## config.mk

```make
export PLATFORM = sky130hd
export DESIGN_NAME = alu_packet_master
export DESIGN_NICKNAME = d
export VERILOG_FILES = /design/src/rtl/alu_pkg.sv /design/src/rtl/byte_serializer.sv /design/src/rtl/alu_packet_master.sv
export SDC_FILE = /design/constraint.sdc
export NUM_CORES = 1
export LEC_CHECK = 0
export ABC_CLOCK_PERIOD_IN_PS = 7800
export CAP_MARGIN = 25
export CORE_ASPECT_RATIO = 1.25
export CORE_MARGIN = 2
export CORE_UTILIZATION = 45
export DETAILED_ROUTE_END_ITERATION = 10
export PLACE_DENSITY_LB_ADDON = 0.15
export SLEW_MARGIN = 25
export SYNTH_ARGS = -nofsm -noshare
export SYNTH_HDL_FRONTEND = slang
export SYNTH_SLANG_ARGS = --single-unit
export TNS_END_PERCENT = 30
```

## constraint.sdc

```tcl
create_clock -name clk -period 7.8 [get_ports clk]
set_input_delay 1.17 -clock clk [delete_from_list [all_inputs] [get_ports clk]]
set_output_delay 1.17 -clock clk [all_outputs]
set_load 0.1 [all_outputs]
```

## src/rtl/alu_pkg.sv

```systemverilog
// Shared constants, frame header layout and FSM state type for the UART ALU packet master.
package alu_pkg;

    localparam logic [7:0] OP_ECHO  = 8'hEC;
    localparam logic [7:0] OP_ADD32 = 8'hA0;
    localparam logic [7:0] OP_MUL32 = 8'h88;
    localparam logic [7:0] OP_DIV32 = 8'hD0;

    localparam int unsigned HDR_LEN = 4;

    typedef enum logic [2:0] {
        ST_IDLE,
        ST_HDR,
        ST_DATA,
        ST_WAIT_RSP,
        ST_RSP
    } alu_master_state_e;

    // Header bytes in wire order, least significant byte first.
    typedef struct packed {
        logic [15:0] len;
        logic [7:0]  rsvd;
        logic [7:0]  opcode;
    } frame_hdr_t;

    // Total frame length in bytes, header included.
    function automatic logic [15:0] frame_len(input int unsigned count, input int unsigned bytes_per_op);
        return 16'(HDR_LEN + count * bytes_per_op);
    endfunction

endpackage

```

## src/rtl/byte_serializer.sv

```systemverilog
// Loads a WIDTH_P-bit word and shifts it out least significant byte first over an AXI-stream handshake.
module byte_serializer #(
    parameter int unsigned WIDTH_P = 32
) (
    input  logic               clk,
    input  logic               rst,
    input  logic               load_i,
    input  logic [WIDTH_P-1:0] word_i,
    output logic [7:0]         tdata_o,
    output logic               tvalid_o,
    input  logic               tready_i,
    output logic               word_done_c_o
);

    localparam int unsigned NBYTES = WIDTH_P / 8;
    localparam int unsigned IDX_W  = (NBYTES > 1) ? $clog2(NBYTES) : 1;

    logic [WIDTH_P-1:0] shift_q;
    logic               valid_q;
    logic [IDX_W-1:0]   idx_q;
    logic               xfer_c;

    assign xfer_c        = valid_q & tready_i;
    assign word_done_c_o = xfer_c & (idx_q == IDX_W'(NBYTES - 1));
    assign tdata_o       = shift_q[7:0];
    assign tvalid_o      = valid_q;

    // A load on the final byte's handshake chains the next word with no bubble.
    always_ff @(posedge clk or posedge rst) begin
        if (rst) begin
            shift_q <= '0;
            valid_q <= 1'b0;
            idx_q   <= '0;
        end else if (load_i) begin
            shift_q <= word_i;
            valid_q <= 1'b1;
            idx_q   <= '0;
        end else if (xfer_c) begin
            if (word_done_c_o) begin
                shift_q <= '0;
                valid_q <= 1'b0;
                idx_q   <= '0;
            end else begin
                shift_q <= shift_q >> 8;
                idx_q   <= idx_q + 1'b1;
            end
        end
    end

endmodule

```

## src/rtl/alu_packet_master.sv

```systemverilog
// Frames an ALU command onto the UART TX byte stream and collects the little-endian result from RX,
// giving up after TIMEOUT_CYCLES_P idle cycles between response bytes.
module alu_packet_master
    import alu_pkg::*;
#(
    parameter int unsigned MAX_OPERANDS_P   = 4,
    parameter int unsigned OPERAND_WIDTH_P  = 32,
    parameter int unsigned TIMEOUT_CYCLES_P = 1_000_000
) (
    input  logic                                  clk,
    input  logic                                  rst,
    input  logic                                  cmd_valid_i,
    output logic                                  cmd_ready_o,
    input  logic [7:0]                            cmd_opcode_i,
    input  logic [$clog2(MAX_OPERANDS_P+1)-1:0]   cmd_count_i,
    input  logic [MAX_OPERANDS_P*OPERAND_WIDTH_P-1:0] cmd_operands_i,
    output logic [7:0]                            m_axis_tdata_o,
    output logic                                  m_axis_tvalid_o,
    input  logic                                  m_axis_tready_i,
    input  logic [7:0]                            s_axis_tdata_i,
    input  logic                                  s_axis_tvalid_i,
    output logic                                  s_axis_tready_o,
    output logic                                  rsp_valid_o,
    input  logic                                  rsp_ready_i,
    output logic [OPERAND_WIDTH_P-1:0]            rsp_data_o,
    output logic                                  rsp_timeout_o,
    output logic                                  stray_byte_o
);

    localparam int unsigned CNT_W     = $clog2(MAX_OPERANDS_P + 1);
    localparam int unsigned OPS_W     = MAX_OPERANDS_P * OPERAND_WIDTH_P;
    localparam int unsigned NBYTES    = OPERAND_WIDTH_P / 8;
    localparam int unsigned RX_IDX_W  = (NBYTES > 1) ? $clog2(NBYTES) : 1;
    localparam int unsigned TMR_W     = $clog2(TIMEOUT_CYCLES_P + 1);
    localparam int unsigned HDR_IDX_W = $clog2(HDR_LEN);

    alu_master_state_e          state_q;
    logic                       cmd_ready_q;
    logic                       s_tready_q;
    logic                       rsp_valid_q;
    logic                       rsp_timeout_q;
    logic                       stray_q;
    logic [OPERAND_WIDTH_P-1:0] rsp_data_q;
    logic [RX_IDX_W-1:0]        rx_idx_q;
    logic [TMR_W-1:0]           tmr_q;

    logic [7:0]                 hdr_tdata_q;
    logic                       hdr_tvalid_q;
    logic [23:0]                hdr_rest_q;
    logic [HDR_IDX_W-1:0]       hdr_idx_q;

    logic [OPS_W-1:0]           ops_q;
    logic [CNT_W-1:0]           ops_left_q;

    logic [CNT_W-1:0]           count_d;
    frame_hdr_t                 hdr_d;

    logic                       cmd_fire_c;
    logic                       hdr_xfer_c;
    logic                       hdr_last_c;
    logic                       rx_fire_c;
    logic                       ser_load_c;
    logic                       ser_done_c;
    logic [7:0]                 ser_tdata;
    logic                       ser_tvalid;

    // Saturated count and the header that goes with it.
    always_comb begin
        count_d = (cmd_count_i > CNT_W'(MAX_OPERANDS_P)) ? CNT_W'(MAX_OPERANDS_P) : cmd_count_i;
        hdr_d.opcode = cmd_opcode_i;
        hdr_d.rsvd   = 8'h00;
        hdr_d.len    = frame_len(32'(count_d), NBYTES);
    end

    assign cmd_fire_c = cmd_valid_i & cmd_ready_q;
    assign hdr_xfer_c = hdr_tvalid_q & m_axis_tready_i;
    assign hdr_last_c = hdr_xfer_c & (hdr_idx_q == HDR_IDX_W'(HDR_LEN - 1));
    assign rx_fire_c  = s_axis_tvalid_i & s_tready_q;
    assign ser_load_c = (hdr_last_c | ser_done_c) & (ops_left_q != '0);

    byte_serializer #(
        .WIDTH_P (OPERAND_WIDTH_P)
    ) u_ser (
        .clk           (clk),
        .rst           (rst),
        .load_i        (ser_load_c),
        .word_i        (ops_q[OPERAND_WIDTH_P-1:0]),
        .tdata_o       (ser_tdata),
        .tvalid_o      (ser_tvalid),
        .tready_i      (m_axis_tready_i),
        .word_done_c_o (ser_done_c)
    );

    // Operand queue: operand 0 always sits in the low word, ready for the next serializer load.
    always_ff @(posedge clk or posedge rst) begin
        if (rst) begin
            ops_q      <= '0;
            ops_left_q <= '0;
        end else if (cmd_fire_c) begin
            ops_q      <= cmd_operands_i;
            ops_left_q <= count_d;
        end else if (ser_load_c) begin
            ops_q      <= ops_q >> OPERAND_WIDTH_P;
            ops_left_q <= ops_left_q - 1'b1;
        end
    end

    always_ff @(posedge clk or posedge rst) begin
        if (rst) begin
            state_q       <= ST_IDLE;
            cmd_ready_q   <= 1'b0;
            s_tready_q    <= 1'b0;
            rsp_valid_q   <= 1'b0;
            rsp_timeout_q <= 1'b0;
            stray_q       <= 1'b0;
            rsp_data_q    <= '0;
            rx_idx_q      <= '0;
            tmr_q         <= '0;
            hdr_tdata_q   <= '0;
            hdr_tvalid_q  <= 1'b0;
            hdr_rest_q    <= '0;
            hdr_idx_q     <= '0;
        end else begin
            stray_q <= rx_fire_c & (state_q != ST_WAIT_RSP);
            case (state_q)
                ST_IDLE: begin
                    cmd_ready_q <= 1'b1;
                    s_tready_q  <= 1'b1;
                    if (cmd_fire_c) begin
                        state_q       <= ST_HDR;
                        cmd_ready_q   <= 1'b0;
                        hdr_tvalid_q  <= 1'b1;
                        hdr_tdata_q   <= hdr_d.opcode;
                        hdr_rest_q    <= {hdr_d.len, hdr_d.rsvd};
                        hdr_idx_q     <= '0;
                        rsp_data_q    <= '0;
                        rsp_timeout_q <= 1'b0;
                    end
                end
                ST_HDR: begin
                    if (hdr_last_c) begin
                        hdr_tvalid_q <= 1'b0;
                        hdr_tdata_q  <= '0;
                        hdr_idx_q    <= '0;
                        if (ops_left_q != '0) begin
                            state_q <= ST_DATA;
                        end else begin
                            state_q  <= ST_WAIT_RSP;
                            tmr_q    <= '0;
                            rx_idx_q <= '0;
                        end
                    end else if (hdr_xfer_c) begin
                        hdr_tdata_q <= hdr_rest_q[7:0];
                        hdr_rest_q  <= hdr_rest_q >> 8;
                        hdr_idx_q   <= hdr_idx_q + 1'b1;
                    end
                end
                ST_DATA: begin
                    if (ser_done_c && (ops_left_q == '0)) begin
                        state_q  <= ST_WAIT_RSP;
                        tmr_q    <= '0;
                        rx_idx_q <= '0;
                    end
                end
                ST_WAIT_RSP: begin
                    // A byte landing on the limit cycle still counts and restarts the timer.
                    if (rx_fire_c) begin
                        for (int unsigned b = 0; b < NBYTES; b++) begin
                            if (rx_idx_q == RX_IDX_W'(b)) begin
                                rsp_data_q[8*b +: 8] <= s_axis_tdata_i;
                            end
                        end
                        tmr_q <= '0;
                        if (rx_idx_q == RX_IDX_W'(NBYTES - 1)) begin
                            state_q     <= ST_RSP;
                            rsp_valid_q <= 1'b1;
                            s_tready_q  <= 1'b0;
                        end else begin
                            rx_idx_q <= rx_idx_q + 1'b1;
                        end
                    end else if (tmr_q == TMR_W'(TIMEOUT_CYCLES_P)) begin
                        state_q       <= ST_RSP;
                        rsp_valid_q   <= 1'b1;
                        rsp_timeout_q <= 1'b1;
                        s_tready_q    <= 1'b0;
                    end else begin
                        tmr_q <= tmr_q + 1'b1;
                    end
                end
                ST_RSP: begin
                    if (rsp_ready_i) begin
                        state_q       <= ST_IDLE;
                        rsp_valid_q   <= 1'b0;
                        rsp_timeout_q <= 1'b0;
                        cmd_ready_q   <= 1'b1;
                        s_tready_q    <= 1'b1;
                    end
                end
                default: state_q <= ST_IDLE;
            endcase
        end
    end

    // Header and serializer registers are zero whenever idle, so OR-ing them is a clean byte mux.
    assign m_axis_tdata_o  = hdr_tdata_q | ser_tdata;
    assign m_axis_tvalid_o = hdr_tvalid_q | ser_tvalid;
    assign cmd_ready_o     = cmd_ready_q;
    assign s_axis_tready_o = s_tready_q;
    assign rsp_valid_o     = rsp_valid_q;
    assign rsp_data_o      = rsp_data_q;
    assign rsp_timeout_o   = rsp_timeout_q;
    assign stray_byte_o    = stray_q;

endmodule
```

==> metrics.md <==
| Metric | Value |
|---|---|
| Status | `complete, no violations` |
| First-pass GRT wire length | `around 47,000 um` |
| Die Y-Extent | `182 um` |
| Switching share of total power | `40.9%` |
| Clock sinks | `approximately 250` |
| Row cnt | `between 60 and 70` |
| CP Launch Type | `primary input` |
| Final-report max-slew violation count | `0` |
| Setup TNS after final layout | `0 ns` |
| Mapped Nets | `1,439` |
| Total CTS buffers | `26` |
| Initial DRC Count | `about 730` |
| Detail Route Antenna Nets | `0` |
| Clock Tree Root | `clkbuf_16` |
| Fin crit share | `44.6%` |
| Internal power | `between 3 and 4 mW` |
| Reg2Reg Depth | `6` |
| CTS tree | `done` |
| Post-DP HPWL | `19,300 um` |
| Crit path DAT | `3.93 ns` |
| Final hold violation count | `0` |
| Fmax | `approximately 0.29 GHz` |
| Post-CTS Setup Bufs | `0` |
| DIE AREA | `about 27,000 um2` |
| Global route overflow | `0` |
| Combinational Power Share | `a little under two fifths` |
| Clock power frac | `approximately 24%` |
| Post-Synthesis Cells | `about 1.3k` |
| Cell area after synthesis | `around 11,000 um2` |
| Critical path origin | `cmd_valid_i` |
| R2r endpoint | `ops_q[1]` |
| Synth unique cells | `58` |
| Share of post-route cells with drive strength above 1 | `approximately 7.5%` |
| Post-synthesis sequential area ratio | `54.2%` |
| I/O Buffers | `about 200` |
| Starting Density | `a little under half` |
| Hold Path Class | `flop to flop` |
| H-tree depth | `1` |
| First-pass detailed-route iteration total | `5` |
| Area Overhead vs Synth | `27.3%` |
| Worst Path Max Fanout | `96` |
| Vias per Instance | `roughly 5.3` |
| Avg Inst Size Synth | `8.94 um2` |
| Crit path cell chain | `clkdlybuf4s50_1 -> nand2_4 -> buf_4 -> buf_4 -> nor2_1 -> a31oi_1` |
| Hold_buf cts | `0` |
| Nets | `1,586` |
| Routed via count | `roughly 9.4k` |
| Slew HR | `between 30% and 40%` |
| Post-synth EDFFs | `0` |
| Initial antenna violation count | `2` |
| Period minus WS final | `about 3.5 ns` |
| Vias in the first global route | `around 9.1k` |
| Maxcap violations | `0` |
| RSZ-0062 raised after global routing | `false` |
| Final wirelength | `around 29,000 um` |
| Peak VDD IR | `~0.00024 V` |
| Gp weighted congestion | `about 0.8` |
| CP max-delay cell | `buf_4` |
| Critical Path RT | `a little over 8 ns` |
| Die W | `roughly 150 um` |
| CP endpoint kind | `flop` |
| Reg-to-reg slack, setup | `4.47 ns` |
| Dominant synthesized flop cell | `dfrtp_1` |
| # setup viols final | `0` |
| Core area | `25,000 um2` |
| Sw Pwr | `approximately 2.3 mW` |
| DRC viols | `0` |
| R2r startpoint | `u_ser.idx_q[0]` |
| CP most frequent cell | `buf_4` |
| Yosys reg bits | `247` |
| Core Util, Final | `slightly below 60%` |
| Maximum clock path buffer count | `3` |
| Fraction of registers with async set/reset | `100%` |
| Family with the most delay on the worst path | `buffers and inverters` |
| Clock skew | `0.0102 ns` |
| Critical path class | `primary input to flop` |
| Slowest stage delay, CP | `around 0.81 ns` |
| Global Route Usage Sum | `about 21%` |
| Post-CTS Resized | `0` |
| Hold path startpoint | `ops_q[26]` |
| CP bufs+invs | `3` |
| WHS Path Cells | `2` |
| Pin count of the biggest net entering global routing | `about 160` |
| Pwr dens | `~390 nW/um2` |
| Hold Path Sink | `u_ser.shift_q[26]` |
| WL per Instance | `between 15 and 20 um` |
| CTS clk-pin slew, worst paths | `approximately 0.06 ns` |
| Reg power frac | `~38%` |
| Leakage power | `6.30 nW` |
| Worst skew pair latency | `0.53 ns` |
| Worst Tran Pin Value | `around 1.0 ns` |
| Yosys warns | `0` |
| Io pins | `199` |
## cell usage after synthesis (4+ instances only)
library cell	instances	share of area, %
mux2_2	24	2.4
clkbuf_1	78	2.6
a22o_1	13	1.0
nor2_1	117	3.9
and3_1	5	0.27
nand2_1	345	11
and2_1	11	0.60
or4_2	10	0.77
o31ai_1	12	0.79
a31oi_1	97	5.3
dfrtp_1	247	54
a22oi_1	4	0.26
ha_1	11	1.2
buf_1	4	0.13
or2_2	10	0.55
a21oi_1	55	2.4
nand4_1	5	0.27
and4_1	4	0.31
o21ai_0	95	4.2
nor2b_1	4	0.22
buf_2	4	0.18
nor3b_1	25	1.6
inv_1	22	0.72
nand3_1	24	1.1
## worst min-delay path, delay by kind of cell, from the launching register on
kind,cells,cell delay [ns]
flip-flops,1,0.34
AND/OR/NAND/NOR,2,0.10
## layer usage
layer / GRT usage, % / part of all wire [%]
met3: 2.74 / 4.3
met5: 0 / 0
met4: 6.37 / 2.4
met2: 34.2 / 47
met1: 31.0 / 46
## cells by family after synthesis
group                    share of synthesized area (%)
AO/OA/AOI/OAI                                     15.2
multiplexers                                      2.46
buffers and inverters                             4.07
adder cells (fa/ha/maj)                           1.21
AND/OR/NAND/NOR                                   22.5
XOR/XNOR                                         0.231
flip-flops                                        54.2
## layout make-up
class | instances | area, um2
Antenna cell | 2 | 5.00
Clock buffer | 36 | 749
Clock inverter | 12 | 198
Fill cell | 2337 | 10500
Inverter | 22 | 86.3
Multi-Input combinational cell | 916 | 4770
Sequential cell | 247 | 6180
Tap cell | 335 | 419
Timing Repair Buffer | 209 | 2090
## metrics by stage
stage	instance area (um2)	total power [mW]	instances	hold slack (ns)	setup WS [ns]
final	14500	5.61	1779	0.472	4.32
after global routing	14500	5.96	1779	0.494	4.08
after CTS	14500	5.64	1776	0.474	4.35
after detailed placement	13500	4.28	1728	0.461	3.81
after global placement	13500	4.23	1728	0.455	3.87
after floorplan	11400	3.74	1275	0.439	3.38
## flip-flops by register name, summed over array words and instances (netlist names), 3 cells and up
signal         flops
ops_q            128
rsp_data_o        32
u_ser.shift_q     32
tmr_q             20
hdr_rest_q         8
hdr_tdata_q        8
ops_left_q         3
state_q            3
## power by group through the flow
| stage | clock network, mW | logic (mW) | registers [mW] |
|---|---|---|---|
| 3_5_place_dp | 0 | 2.13 | 2.14 |
| 2_1_floorplan | 0 | 1.20 | 2.54 |
| 4_1_cts | 1.38 | 2.14 | 2.12 |
| 6_report | 1.36 | 2.13 | 2.13 |
| 3_3_place_gp | 0 | 2.11 | 2.13 |
| 5_1_grt | 1.44 | 2.32 | 2.20 |
## how the worst max path moves through the flow
stage	depth (start not counted)	slack (ns)	to
detailed placement	6	3.81	ops_q[9]
global route	6	4.08	ops_q[41]
finish	6	4.32	ops_q[9]
CTS	2	4.35	m_axis_tvalid_o
global placement	5	3.87	ops_q[25]
floorplan	1	3.38	cmd_ready_o
## cell usage in the layout, fill, tap and decap left out, drive strengths merged, types with 21 or more instances in the layout
cell type	synthesis	routed
dfrtp	247	247
inv	22	21
nor2	118	118
nand2	345	345
clkdlybuf4s50	0	198
clkbuf	78	36
mux2	24	24
a31oi	97	97
o21ai	95	95
nor3b	25	25
a21oi	55	55
nand3	24	24
Power figures use the tool's default switching activity.
